`config.mk`:
```
export PLATFORM = sky130hd
export DESIGN_NAME = frame_update_scheduler
export DESIGN_NICKNAME = d
export VERILOG_FILES = /design/src/rtl/frame_update_scheduler_pkg.sv /design/src/rtl/vblank_event_detect.sv /design/src/rtl/frame_update_scheduler.sv
export SDC_FILE = /design/constraint.sdc
export NUM_CORES = 1
export LEC_CHECK = 0
export BUFFER_PORTS_ARGS = -buffer_cell sky130_fd_sc_hd__buf_2
export CAP_MARGIN = 40
export CORE_MARGIN = 2
export CORE_UTILIZATION = 30
export DETAILED_ROUTE_END_ITERATION = 10
export GPL_TIMING_DRIVEN = 0
export PLACE_DENSITY = 0.52
export SYNTH_ARGS = -nofsm -noshare
export SYNTH_HDL_FRONTEND = slang
export SYNTH_HIERARCHICAL = 1
export SYNTH_SLANG_ARGS = --single-unit
```
`constraint.sdc`:
```
create_clock -name clk -period 3.11 [get_ports clk]
set_input_delay 0.311 -clock clk [delete_from_list [all_inputs] [get_ports clk]]
set_output_delay 0.311 -clock clk [all_outputs]
set_load 0.02 [all_outputs]
```
`src/rtl/frame_update_scheduler_pkg.sv`:
```
// Shared definitions for the frame update scheduler.
// The VGA timing constants are also used by the VGA timing generator.
package frame_update_scheduler_pkg;

  // Scheduler FSM states
  typedef enum logic [2:0] {
    S_IDLE   = 3'd0,
    S_SELECT = 3'd1,
    S_ISSUE  = 3'd2,
    S_WAIT   = 3'd3,
    S_COMMIT = 3'd4,
    S_ABORT  = 3'd5
  } fus_state_t;

  // 640x480 VGA timing: first non-display line, last pixel, last line
  localparam int VD   = 480;
  localparam int HMAX = 799;
  localparam int VMAX = 524;

  // Width of an index that can address n items (never narrower than 1 bit)
  function automatic int idx_width(input int n);
    return (n > 1) ? $clog2(n) : 1;
  endfunction

endpackage

```
`src/rtl/vblank_event_detect.sv`:
```
// Decodes the vblank-start and frame-deadline strobes from the pixel tick
// and the scan counters. Purely combinational; the strobes are one clk wide
// because pix_tick is.
module vblank_event_detect #(
  parameter int VD = frame_update_scheduler_pkg::VD
) (
  input  logic       pix_tick,
  input  logic [9:0] x,
  input  logic [9:0] y,
  output logic       vblank_start,
  output logic       deadline
);
  import frame_update_scheduler_pkg::*;

  localparam logic [9:0] VD_LINE = 10'(VD);

  logic line_start;

  assign line_start   = pix_tick && (x == 10'd0);
  assign vblank_start = line_start && (y == VD_LINE);
  assign deadline     = line_start && (y == 10'd0);

endmodule

```
`src/rtl/frame_update_scheduler.sv`:
```
// Frame update scheduler: at the start of vblank, hands each enabled update
// client a start/done handshake in index order, then pulses commit. If the
// top of the next frame arrives first, the frame is aborted and an overrun
// is recorded.
//
// state  | meaning
// -------+---------------------------------------------------------------
// IDLE   | waiting for vblank start; deadline ignored
// SELECT | examining client idx; skips disabled clients one per cycle
// ISSUE  | start[idx] pulses; wait timer loaded
// WAIT   | waiting for done[idx] or the wait timer to expire
// COMMIT | commit pulse; frame counter advances
// ABORT  | abort pulse; overrun flag and count updated
module frame_update_scheduler #(
  parameter int N_CLIENTS      = 3,
  parameter int VD             = frame_update_scheduler_pkg::VD,
  parameter int CLIENT_TIMEOUT = 4096,
  parameter int FCNT_W         = 16
) (
  input  logic                 clk,
  input  logic                 reset,
  input  logic                 pix_tick,
  input  logic [9:0]           x,
  input  logic [9:0]           y,
  input  logic [N_CLIENTS-1:0] enable_mask,
  input  logic [N_CLIENTS-1:0] done,
  input  logic                 clear_faults,
  output logic [N_CLIENTS-1:0] start,
  output logic                 commit,
  output logic                 abort,
  output logic                 busy,
  output logic [N_CLIENTS-1:0] fault,
  output logic                 overrun,
  output logic [7:0]           overrun_count,
  output logic [FCNT_W-1:0]    frame_count
);
  import frame_update_scheduler_pkg::*;

  localparam int IDX_W  = idx_width(N_CLIENTS);
  localparam int WCNT_W = idx_width(CLIENT_TIMEOUT);

  localparam logic [IDX_W-1:0]  LAST_IDX  = IDX_W'(N_CLIENTS - 1);
  localparam logic [IDX_W-1:0]  IDX_ONE   = IDX_W'(1);
  localparam logic [WCNT_W-1:0] WAIT_LOAD = WCNT_W'(CLIENT_TIMEOUT - 1);
  localparam logic [WCNT_W-1:0] WCNT_ONE  = WCNT_W'(1);
  localparam logic [FCNT_W-1:0] FCNT_ONE  = FCNT_W'(1);

  fus_state_t        state;
  fus_state_t        state_nxt;
  logic [IDX_W-1:0]  idx;
  logic [IDX_W-1:0]  idx_nxt;
  logic [WCNT_W-1:0] wait_cnt;

  logic vblank_start;
  logic deadline;
  logic last_client;
  logic active_done;
  logic timeout_hit;
  logic fault_set;

  vblank_event_detect #(
    .VD (VD)
  ) u_vblank_event_detect (
    .pix_tick     (pix_tick),
    .x            (x),
    .y            (y),
    .vblank_start (vblank_start),
    .deadline     (deadline)
  );

  assign last_client = (idx == LAST_IDX);
  assign active_done = done[idx];
  // Down-counter loaded with TIMEOUT-1 in ISSUE; terminal count is zero,
  // reached on the CLIENT_TIMEOUT-th WAIT cycle.
  assign timeout_hit = (wait_cnt == '0);

  // State register
  always_ff @(posedge clk or posedge reset) begin
    if (reset) begin
      state <= S_IDLE;
    end else begin
      state <= state_nxt;
    end
  end

  // Next-state, client index and decoded outputs
  always_comb begin
    state_nxt = state;
    idx_nxt   = idx;
    fault_set = 1'b0;
    start     = '0;
    commit    = 1'b0;
    abort     = 1'b0;
    busy      = (state != S_IDLE);

    case (state)
      S_IDLE: begin
        if (vblank_start) begin
          state_nxt = S_SELECT;
          idx_nxt   = '0;
        end
      end

      S_SELECT: begin
        if (deadline) begin
          state_nxt = S_ABORT;
        end else if (enable_mask[idx]) begin
          state_nxt = S_ISSUE;
        end else if (last_client) begin
          state_nxt = S_COMMIT;
        end else begin
          idx_nxt = idx + IDX_ONE;
        end
      end

      S_ISSUE: begin
        start[idx] = 1'b1;
        state_nxt  = deadline ? S_ABORT : S_WAIT;
      end

      S_WAIT: begin
        if (deadline) begin
          state_nxt = S_ABORT;
        end else if (active_done || timeout_hit) begin
          // A done on the terminal-count cycle still counts as completion.
          fault_set = !active_done;
          if (last_client) begin
            state_nxt = S_COMMIT;
          end else begin
            state_nxt = S_SELECT;
            idx_nxt   = idx + IDX_ONE;
          end
        end
      end

      S_COMMIT: begin
        commit    = 1'b1;
        state_nxt = S_IDLE;
        idx_nxt   = '0;
      end

      S_ABORT: begin
        abort     = 1'b1;
        state_nxt = S_IDLE;
        idx_nxt   = '0;
      end

      default: begin
        state_nxt = S_IDLE;
        idx_nxt   = '0;
      end
    endcase
  end

  // Active client index
  always_ff @(posedge clk or posedge reset) begin
    if (reset) begin
      idx <= '0;
    end else begin
      idx <= idx_nxt;
    end
  end

  // Per-client wait timer
  always_ff @(posedge clk or posedge reset) begin
    if (reset) begin
      wait_cnt <= '0;
    end else if (state == S_ISSUE) begin
      wait_cnt <= WAIT_LOAD;
    end else if ((state == S_WAIT) && !timeout_hit) begin
      wait_cnt <= wait_cnt - WCNT_ONE;
    end
  end

  // Sticky timeout flags; a set in the same cycle as clear_faults wins
  always_ff @(posedge clk or posedge reset) begin
    if (reset) begin
      fault <= '0;
    end else begin
      if (clear_faults) begin
        fault <= '0;
      end
      if (fault_set) begin
        fault[idx] <= 1'b1;
      end
    end
  end

  // Overrun flag and saturating abort count; an abort beats clear_faults
  always_ff @(posedge clk or posedge reset) begin
    if (reset) begin
      overrun       <= 1'b0;
      overrun_count <= 8'd0;
    end else if (state == S_ABORT) begin
      overrun <= 1'b1;
      if (clear_faults) begin
        overrun_count <= 8'd1;
      end else if (overrun_count != 8'hFF) begin
        overrun_count <= overrun_count + 8'd1;
      end
    end else if (clear_faults) begin
      overrun       <= 1'b0;
      overrun_count <= 8'd0;
    end
  end

  // Committed-frame counter, wraps
  always_ff @(posedge clk or posedge reset) begin
    if (reset) begin
      frame_count <= '0;
    end else if (state == S_COMMIT) begin
      frame_count <= frame_count + FCNT_ONE;
    end
  end

endmodule

```
* Yosys cells after proc, flatten, opt, wreduce, memory -nomap -nowiden *
Index checks and enable logic that the tools add are counted.

word-level totals
  register bits = 45
  input bits = 30
  output and inout bits = 34
  word-level logic and storage cells = 87

operators by class
  eq/ne operators = 15
  $lt $le $gt $ge = 2
  add/sub/neg operators = 4
  reductions and logical operators = 19
  multiplexer cells = 38
  bitwise operators = 2

operator list
  operator                                              count
  two-way mux 3 bit                                     11
  two-way mux 8 bit                                     4
  two-way mux 12 bit                                    2
  logical NOT 10 bit                                    2
  adder 16 x 1 -> 16 bit, second input constant         1
  logical NOT 12 bit                                    1
  two-way mux 2 bit                                     6
  case mux 3 bit (4 select lines)                       1
  subtractor 12 x 1 -> 12 bit, second input constant    1
  equality test 10 x 9 -> 1 bit, second input constant  1
  two-way mux 1 bit                                     10
  adder 8 x 1 -> 8 bit, second input constant           1
  inequality test 2 bit, second input constant          4
  inequality test 8 bit, second input constant          1
  case mux 2 bit (4 select lines)                       1
  equality test 3 x 2 -> 1 bit, second input constant   2
  equality test 3 bit, second input constant            2
  AND reduction 6 bit                                   1
  nonzero test 2 bit                                    3
  logical AND 1 bit                                     5
  binary-select mux 1 bit (select 2 bit)                2
  inequality test 4 bit, second input constant          1
  equality test 3 x 1 -> 1 bit, second input constant   1
  logical NOT 3 bit                                     1
  other kinds (14)                                      15

* Logic depth before layout (Yosys ltp) *
Gate-level depths: netlist of run 1.

  word-level depth = 7
  depth in mapped cells = 7
  mapped depth without buffers = 7

* Hierarchy *
The synthesis of run 1 kept the hierarchy.

by module, submodules not included
  module                  instances  area each (um^2)  sequential area each (um^2)  cells each
  frame_update_scheduler  1          2468.6            1126.1                       241
  vblank_event_detect     1          81.3              0.0                          10

* Worst setup path after synthesis of run 1 *
Ideal clock, no wire load.

  path kind = input to register
  from = in y[5]
  to = reg idx[0]
  arrival = 2.010 ns
  path slack = 0.976 ns
  stages on the path = 6
  cells stage by stage = or4_4 > nor3_2 > nand2b_1 > a2111oi_0 > o32ai_1 > mux2_2

between the ends
  longest elaborated chain between the ends = 4
  elaborated cells between the ends (all ways) = 8
  classes of those cells = 4 x eq/ne; 4 x reduce/logical

RTL lines
  element                            RTL line                       text
  start: declaration                 frame_update_scheduler.sv:24   input logic [9:0] y,
  logical NOT 10 bit (*)             vblank_event_detect.sv:21      assign deadline = line_start && (y == 10'd0);
  logical AND 1 bit (*)              vblank_event_detect.sv:21
  net deadline                       frame_update_scheduler.sv:55   logic deadline;
  inequality test 2 bit (no line)    --
  AND reduction 6 bit (no line) (*)  --
  end signal: assignment             frame_update_scheduler.sv:160  idx <= idx_nxt;
  end: declaration                   frame_update_scheduler.sv:50   logic [IDX_W-1:0] idx;

The timed path passes the listed nets; every way through them passes the cells marked *.
A chain may end at the register's enable or synchronous reset.

* Worst setup path after layout of run 1 *
  from = reg state[1]
  to = out start[1]

between the ends
  longest elaborated chain between the ends = 2

RTL lines
  element                       RTL line                      text
  start: declaration            frame_update_scheduler.sv:48  fus_state_t state;
  start signal: assignment      frame_update_scheduler.sv:82  state <= state_nxt;
  equality test 3 x 2 -> 1 bit  frame_update_scheduler.sv:96  case (state)
  two-way mux 3 bit             frame_update_scheduler.sv:96
  end: declaration              frame_update_scheduler.sv:28  output logic [N_CLIENTS-1:0] start,

No other way between the ends.

==> impl_metrics.prom, run 1 <==
# TYPE chip_impl_metric gauge
chip_impl_info{name="synth.area.top_cells",value="dfrtp_1 (44%), ha_1 (3.4%), xnor2_1 (3.4%)"} 1
chip_impl_info{name="dominantRegCellSynth",value="dfrtp_1"} 1
chip_impl_metric{name="dp_cells",unit=""} 419
chip_impl_metric{name="power_report.internal_total",unit="mW"} 1.23
chip_impl_metric{name="wire_per_inst",unit="um"} 13.7
chip_impl_metric{name="ios",unit=""} 64
chip_impl_metric{name="slew-limit-headroom",unit=""} 0.543
chip_impl_metric{name="report.final.hold_viol_count",unit=""} 0
chip_impl_metric{name="antenna_left",unit=""} 0
chip_impl_info{name="synth_top_cell_by_area",value="dfrtp_1"} 1
chip_impl_metric{name="p_total",unit="mW"} 1.95
chip_impl_info{name="final_cell_mix",value="buf_2 (64), dfrtp_1 (45), nor2_1 (15)"} 1
chip_impl_metric{name="design.die.area",unit="um^2"} 9250
chip_impl_metric{name="synth-seq-area-share",unit=""} 0.442
chip_impl_metric{name="gpl.final_weighted_congestion",unit=""} 0.812
chip_impl_metric{name="synth.top_cell.area_share",unit=""} 0.442
chip_impl_metric{name="placeableCoreArea",unit="um^2"} 8220
chip_impl_metric{name="cts-hold-fix-buffers",unit=""} 0
chip_impl_metric{name="r2r_cell_count",unit=""} 5
chip_impl_metric{name="initialDrtViolationCount",unit=""} 75
chip_impl_metric{name="antenna_found_initial",unit=""} 0
chip_impl_metric{name="port_buffers",unit=""} 62
chip_impl_metric{name="yosys_warnings",unit=""} 6
chip_impl_metric{name="required",unit="ps"} 2800
chip_impl_metric{name="max_freq",unit="MHz"} 450
chip_impl_metric{name="floorplan.die.height",unit="um"} 96.2
chip_impl_metric{name="synth_enable_flop_cells",unit=""} 0
chip_impl_metric{name="net_switching_share_of_the_total_power",unit=""} 0.371
chip_impl_metric{name="vias",unit=""} 2157
chip_impl_metric{name="post_cts_resize_count",unit=""} 0
chip_impl_metric{name="finalSetupViolations",unit=""} 0
chip_impl_metric{name="synth.avg_cell_area",unit="um^2"} 10.2
chip_impl_metric{name="power.clock.fraction",unit=""} 0.244
chip_impl_info{name="classification_of_the_worst_slack_hold_path",value="in2async"} 1
chip_impl_metric{name="worstPathMaxFanout",unit=""} 9
chip_impl_metric{name="layout-area-overhead-vs-synth",unit="%"} 22.8
chip_impl_metric{name="synth_cell_type_count",unit=""} 58
chip_impl_metric{name="worstSkewPairLatency",unit="ps"} 310
chip_impl_metric{name="worst_setup_hold_path_clk_slew",unit="ps"} 90
chip_impl_metric{name="drc",unit=""} 0
chip_impl_metric{name="critPathArrivalTime",unit="ps"} 1910
chip_impl_metric{name="overall_overflow_remaining_after_global_route",unit=""} 0
chip_impl_metric{name="finalCoreUtilization",unit=""} 0.381
chip_impl_metric{name="post_layout_min_period",unit="ps"} 2220
chip_impl_info{name="outcome",value="finished clean"} 1
chip_impl_metric{name="grt_pass1_wl",unit="um"} 9650
chip_impl_metric{name="post_synth_inst_count",unit=""} 251
chip_impl_metric{name="p_leak",unit="nW"} 1.43
chip_impl_info{name="worstSetupPathType",value="reg2out"} 1
chip_impl_metric{name="layoutNonFillerInstCount",unit=""} 427
chip_impl_metric{name="hpwl_after_detailed_placement",unit="um"} 4290
chip_impl_info{name="crit_path_start_kind",value="flop"} 1
chip_impl_metric{name="reg2reg_slack",unit="ps"} 980
chip_impl_metric{name="peakVddDrop",unit="mV"} 0.276
chip_impl_metric{name="drt_first_pass_iters",unit=""} 4
chip_impl_metric{name="timing.critical_path.slowest_cell_delay",unit="ps"} 500
chip_impl_metric{name="syn_nets",unit=""} 288
chip_impl_info{name="clock_tree.root_cell",value="clkbuf_8"} 1
chip_impl_metric{name="post_synth_instance_area",unit="um^2"} 2550
chip_impl_info{name="worst_r2r_startpoint",value="wait_cnt[0]$_DFFE_PP0P_"} 1
chip_impl_metric{name="grt_max_degree",unit=""} 25
chip_impl_metric{name="clock_sinks",unit=""} 45
chip_impl_info{name="critical_path.slowest_cell",value="dfrtp_1"} 1
chip_impl_metric{name="post-cts-setup-buffers",unit=""} 0
chip_impl_metric{name="core.rowCount",unit=""} 33
chip_impl_metric{name="max-cap-violations",unit=""} 0
chip_impl_metric{name="antennaDiodeCount",unit=""} 0
chip_impl_metric{name="layout.filler_cells",unit=""} 849
chip_impl_metric{name="totalNegativeSetupSlack",unit="ps"} 0
chip_impl_metric{name="worstMarginPinSlew",unit="ps"} 680
chip_impl_metric{name="synthArstFlopShare",unit=""} 1.00
chip_impl_info{name="cp_cell_sequence",value="nor2b_1 > and2b_1 > clkbuf_1 > and2_1 > buf_2"} 1
chip_impl_metric{name="global_route.usage.total",unit=""} 0.133
chip_impl_info{name="final_common_cell",value="buf_2"} 1
chip_impl_metric{name="period_share",unit=""} 0.714
chip_impl_metric{name="post_drt_via_cell_ratio",unit=""} 5.05
chip_impl_metric{name="seq_power_share",unit=""} 0.406
chip_impl_metric{name="drv_slew",unit=""} 0
chip_impl_metric{name="drive_above_1_share",unit=""} 0.295
chip_impl_metric{name="ys_ff_latch",unit=""} 45
chip_impl_metric{name="power_switching",unit="mW"} 0.724
chip_impl_info{name="tritoncts",value="done"} 1
chip_impl_metric{name="cts_made_buffers",unit=""} 5
chip_impl_metric{name="totalWireLength",unit="um"} 5840
chip_impl_metric{name="initial_utilization",unit=""} 0.310
chip_impl_metric{name="combPwrFrac",unit=""} 0.350
chip_impl_info{name="worst_setup_path_end_kind",value="output pin"} 1
chip_impl_info{name="rsz0062_at_grt",value="false"} 1
chip_impl_info{name="r2r-end",value="fault[1]$_DFF_PP0_"} 1
chip_impl_metric{name="power.density_cell_area",unit="nW/um^2"} 623
chip_impl_metric{name="die-width",unit="um"} 96.2
chip_impl_metric{name="first_global_vias",unit=""} 2040
chip_impl_metric{name="timing.clock.skew",unit="ps"} 12.9
chip_impl_metric{name="clockBufferDepth",unit=""} 2
chip_impl_metric{name="htreeDepth",unit=""} 2
chip_impl_metric{name="fin_nets",unit=""} 358
-- area by class of cell --
type	count	area (um^2)	share of cell area
Buffer	10	48.8	0.0156
Clock buffer	6	82.6	0.0264
Clock inverter	2	37.5	0.0120
Inverter	10	37.5	0.0120
Multi-Input combinational cell	186	1340	0.427
Sequential cell	45	1130	0.360
Tap cell	105	131	0.0419
Timing Repair Buffer	63	330	0.105
-- power groups by stage --
stage	logic (mW)	registers [mW]	clock network, mW
2_1_floorplan	0.463	0.814	0
3_3_place_gp	0.680	0.803	0
3_5_place_dp	0.687	0.806	0
4_1_cts	0.691	0.795	0.497
5_1_grt	0.769	0.813	0.521
6_report	0.683	0.793	0.476
-- sequential cells by signal, indices dropped and copies added, names as in the netlist --
| name | cells |
|---|---|
| fault | 3 |
| frame_count | 16 |
| idx | 2 |
| overrun | 1 |
| overrun_count | 8 |
| state | 3 |
| wait_cnt | 12 |
-- worst max-delay path by stage --
stage | start | to | slack (ps) | cells past startpoint
floorplan | y[5] | idx[0]$_DFFE_PP0P_ | 980 | 6
global placement | y[0] | idx[0]$_DFFE_PP0P_ | 620 | 8
detailed placement | y[0] | idx[0]$_DFFE_PP0P_ | 650 | 8
CTS | state[1]$_DFFE_PP0P_ | start[1] | 850 | 5
global route | state[1]$_DFFE_PP0P_ | start[1] | 720 | 5
finish | state[1]$_DFFE_PP0P_ | start[1] | 890 | 5
-- critical path, delay by kind of cell, from the launching register on --
| kind | cells | cell delay, ps |
|---|---|---|
| DFF | 1 | 500 |
| buffers and inverters | 2 | 520 |
| and+or+nand+nor | 3 | 590 |
-- stage by stage --
step	setup slack [ps]	cell area, um^2	hold WS, ps
finish	890	3130	29.8
global route	724	3130	66.0
CTS	851	3130	45.8
detailed placement	647	3010	383
global placement	617	2990	457
floorplan	976	2550	470
-- per-layer routing --
| metal | share of wire | GRT usage | vias to the layer above |
|---|---|---|---|
| li1 | - | - | 1064 |
| met1 | 0.47 | 0.180 | 1028 |
| met2 | 0.46 | 0.212 | 60 |
| met3 | 0.060 | 0.0352 | 5 |
| met4 | 0.0075 | 0.0286 | 0 |
| met5 | 0 | 0 | - |
-- cells in the mapped netlist (all sizes together), types with 5 or more instances --
cell,count
xor2,6
ha,7
nor3,11
mux2i,7
nor4,9
nand2,13
dfrtp,45
nand2b,5
o21ai,7
nand4,9
nor2,15
inv,10
or4,7
clkbuf,7
or3,6
xnor2,11
a21oi,10
nand3,6
-- kinds of logic (layout without fill, tap and decap cells) --
| group | after synthesis | count (layout) | synth area share |
|---|---|---|---|
| AND/OR/NAND/NOR | 111 | 111 | 0.275 |
| XOR/XNOR | 17 | 17 | 0.0613 |
| multiplexers | 10 | 10 | 0.0407 |
| AO/OA/AOI/OAI | 41 | 41 | 0.113 |
| adder cells (fa/ha/maj) | 7 | 7 | 0.0343 |
| buffers and inverters | 20 | 91 | 0.0339 |
| flip-flops | 45 | 45 | 0.442 |
No activity file was read; power rests on OpenSTA's default activity.
==> run 2: changes to the inputs <==
==> constraint.sdc (replaced) <==
create_clock -name clk -period 2.25 [get_ports clk]
set_input_delay 0.225 -clock clk [delete_from_list [all_inputs] [get_ports clk]]
set_output_delay 0.225 -clock clk [all_outputs]
set_load 0.02 [all_outputs]
==> run 2 against run 1 <==
Against the previous run: sequential power grew 39%; hold slack improved by 170 ps; sequential share of layout area decreased by 0.14 points; clock skew is essentially flat; setup slack lost 770 ps; combinational power increased by 38%; critical endpoint is now fault[1]$_DFF_PP0_; largest cell class unchanged; highest routed layer unchanged.
==> impl_metrics.prom, run 2 (synthesis results as in run 1) <==
# TYPE chip_impl_metric gauge
chip_impl_info{name="outcome",value="finished clean"} 1
chip_impl_metric{name="max_freq",unit="MHz"} 469
chip_impl_metric{name="finalSetupViolations",unit=""} 0
chip_impl_metric{name="slew-limit-headroom",unit=""} 0.543
chip_impl_metric{name="critPathArrivalTime",unit="ps"} 2370
chip_impl_metric{name="totalNegativeSetupSlack",unit="ps"} 0
chip_impl_info{name="tritoncts",value="done"} 1
chip_impl_metric{name="initial_utilization",unit=""} 0.310
chip_impl_metric{name="post_drt_via_cell_ratio",unit=""} 5.05
chip_impl_metric{name="first_global_vias",unit=""} 2046
chip_impl_metric{name="required",unit="ps"} 2490
chip_impl_metric{name="vias",unit=""} 2156
chip_impl_metric{name="floorplan.die.height",unit="um"} 96.2
chip_impl_info{name="register_containing_the_most_flip_flops_in_the_final_layout",value="frame_count"} 1
chip_impl_info{name="worst_setup_path_startpoint",value="wait_cnt[0]$_DFFE_PP0P_"} 1
chip_impl_metric{name="reg2reg_slack",unit="ps"} 120
chip_impl_metric{name="largest_register_ffs",unit=""} 16
chip_impl_info{name="rsz0062_at_grt",value="true"} 1
chip_impl_metric{name="gpl.final_weighted_congestion",unit=""} 0.812
chip_impl_info{name="worstSetupPathType",value="reg2reg"} 1
chip_impl_info{name="worst_r2r_startpoint",value="wait_cnt[0]$_DFFE_PP0P_"} 1
chip_impl_metric{name="overall_overflow_remaining_after_global_route",unit=""} 0
chip_impl_metric{name="max-cap-violations",unit=""} 0
chip_impl_metric{name="worstMarginPinSlew",unit="ps"} 680
chip_impl_metric{name="die-width",unit="um"} 96.2
chip_impl_metric{name="clockBufferDepth",unit=""} 2
chip_impl_metric{name="global_route.usage.total",unit=""} 0.133
chip_impl_info{name="final_cell_mix",value="buf_2 (64), dfrtp_1 (45), nor2_1 (15)"} 1
chip_impl_metric{name="hpwl_after_detailed_placement",unit="um"} 4290
chip_impl_metric{name="worst_setup_hold_path_clk_slew",unit="ps"} 90
chip_impl_metric{name="fin_nets",unit=""} 358
chip_impl_metric{name="worst_hold_path.num_cells",unit=""} 2
chip_impl_metric{name="p_total",unit="mW"} 2.70
chip_impl_metric{name="totalWireLength",unit="um"} 5840
chip_impl_metric{name="wire_per_inst",unit="um"} 13.7
chip_impl_metric{name="grt_max_degree",unit=""} 25
chip_impl_metric{name="port_buffers",unit=""} 62
chip_impl_metric{name="r2r_cell_count",unit=""} 5
chip_impl_metric{name="core.rowCount",unit=""} 33
chip_impl_info{name="r2r-end",value="fault[1]$_DFF_PP0_"} 1
chip_impl_metric{name="timing.clock.skew",unit="ps"} 12.9
chip_impl_metric{name="grt_pass1_wl",unit="um"} 9670
chip_impl_metric{name="p_leak",unit="nW"} 1.45
chip_impl_metric{name="antenna_left",unit=""} 0
chip_impl_metric{name="drv_slew",unit=""} 0
chip_impl_metric{name="period_share",unit=""} 0.947
chip_impl_metric{name="power.density_cell_area",unit="nW/um^2"} 857
chip_impl_info{name="hold_path_end",value="overrun_count[5]$_DFFE_PP0P_"} 1
chip_impl_metric{name="drt_first_pass_iters",unit=""} 4
chip_impl_metric{name="initialDrtViolationCount",unit=""} 83
chip_impl_info{name="layout_top_registers",value="frame_count x16, wait_cnt x12, overrun_count x8"} 1
chip_impl_metric{name="report.final.hold_viol_count",unit=""} 0
chip_impl_metric{name="antenna_found_initial",unit=""} 0
chip_impl_metric{name="worstPathMaxFanout",unit=""} 4
chip_impl_metric{name="clock_sinks",unit=""} 45
chip_impl_info{name="final_common_cell",value="buf_2"} 1
chip_impl_metric{name="worstSkewPairLatency",unit="ps"} 310
chip_impl_metric{name="ios",unit=""} 64
chip_impl_metric{name="drc",unit=""} 0
chip_impl_metric{name="post-cts-setup-buffers",unit=""} 0
chip_impl_metric{name="layout-area-overhead-vs-synth",unit="%"} 23.3
chip_impl_metric{name="htreeDepth",unit=""} 2
chip_impl_info{name="crit_path_start_kind",value="flop"} 1
chip_impl_metric{name="placeableCoreArea",unit="um^2"} 8220
chip_impl_metric{name="drive_above_1_share",unit=""} 0.295
chip_impl_metric{name="peakVddDrop",unit="mV"} 0.382
chip_impl_info{name="clock_tree.root_cell",value="clkbuf_8"} 1
chip_impl_metric{name="design.die.area",unit="um^2"} 9250
chip_impl_metric{name="post_layout_min_period",unit="ps"} 2130
chip_impl_metric{name="holdWs",unit="ps"} 198
chip_impl_info{name="timing.hold.worst.start",value="clear_faults"} 1
chip_impl_metric{name="cts_made_buffers",unit=""} 5
chip_impl_metric{name="antennaDiodeCount",unit=""} 0
chip_impl_info{name="worst_setup_path_end_kind",value="flop"} 1
chip_impl_info{name="classification_of_the_worst_slack_hold_path",value="in2reg"} 1
==> run 2: cell count changes in the layout (fill, tap and decap cells not counted), sizes merged <==
cell / change
clkbuf: -1
dlygate4sd3: +1
==> run 2: worst max path at each step <==
stage	to	slack, ps
6_report	fault[1]$_DFF_PP0_	120
2_1_floorplan	idx[0]$_DFFE_PP0P_	200
5_1_grt	fault[1]$_DFF_PP0_	-3
4_1_cts	start[1]	80
3_3_place_gp	idx[0]$_DFFE_PP0P_	-160
3_5_place_dp	idx[0]$_DFFE_PP0P_	-130
==> run 2: routing by layer <==
layer  global-route usage  wire length [um]  vias up
li1                     -                 -     1064
met1                0.180              2760     1027
met2                0.212              2690       60
met3               0.0352               348        5
met4               0.0286                44        0
met5                    0                 0        -
==> run 2: stage by stage <==
stage                      util  cell area (um^2)  setup WS [ps]  cells
after floorplan               -              2550            202    251
after global placement    0.364              2990           -157    418
after detailed placement  0.367              3010           -127    419
after CTS                 0.382              3140           77.4    428
after global routing      0.383              3140          -2.62    427
final                     0.383              3140            118    427
==> run 2: cell type report <==
type	instances	area [um^2]
Timing Repair Buffer	64	340
Clock inverter	2	37.5
Inverter	10	37.5
Sequential cell	45	1130
Clock buffer	6	82.6
Tap cell	105	131
Fill cell	848	5070
Buffer	9	45.0
Multi-Input combinational cell	186	1340
==> run 2: timing repair <==
item | CTS | global route
gates resized for setup | 0 | 1
hold buffers | 1 | 0
endpoints found under the setup margin | 0 | 5
hold endpoints to repair | 21 | 0
==> run 2: power breakdown <==
part | switching, mW | total (mW) | internal (mW)
logic | 0.537 | 0.942 | 0.405
clock network | 0.297 | 0.658 | 0.362
registers | 0.166 | 1.10 | 0.930
==> run 2: worst max-delay path, stage by stage (launching register included) <==
cell and delay (ps):
dfrtp_1 410, inv_1 120, ha_1 180, or3b_2 530
nor4_1 600, a22o_1 230
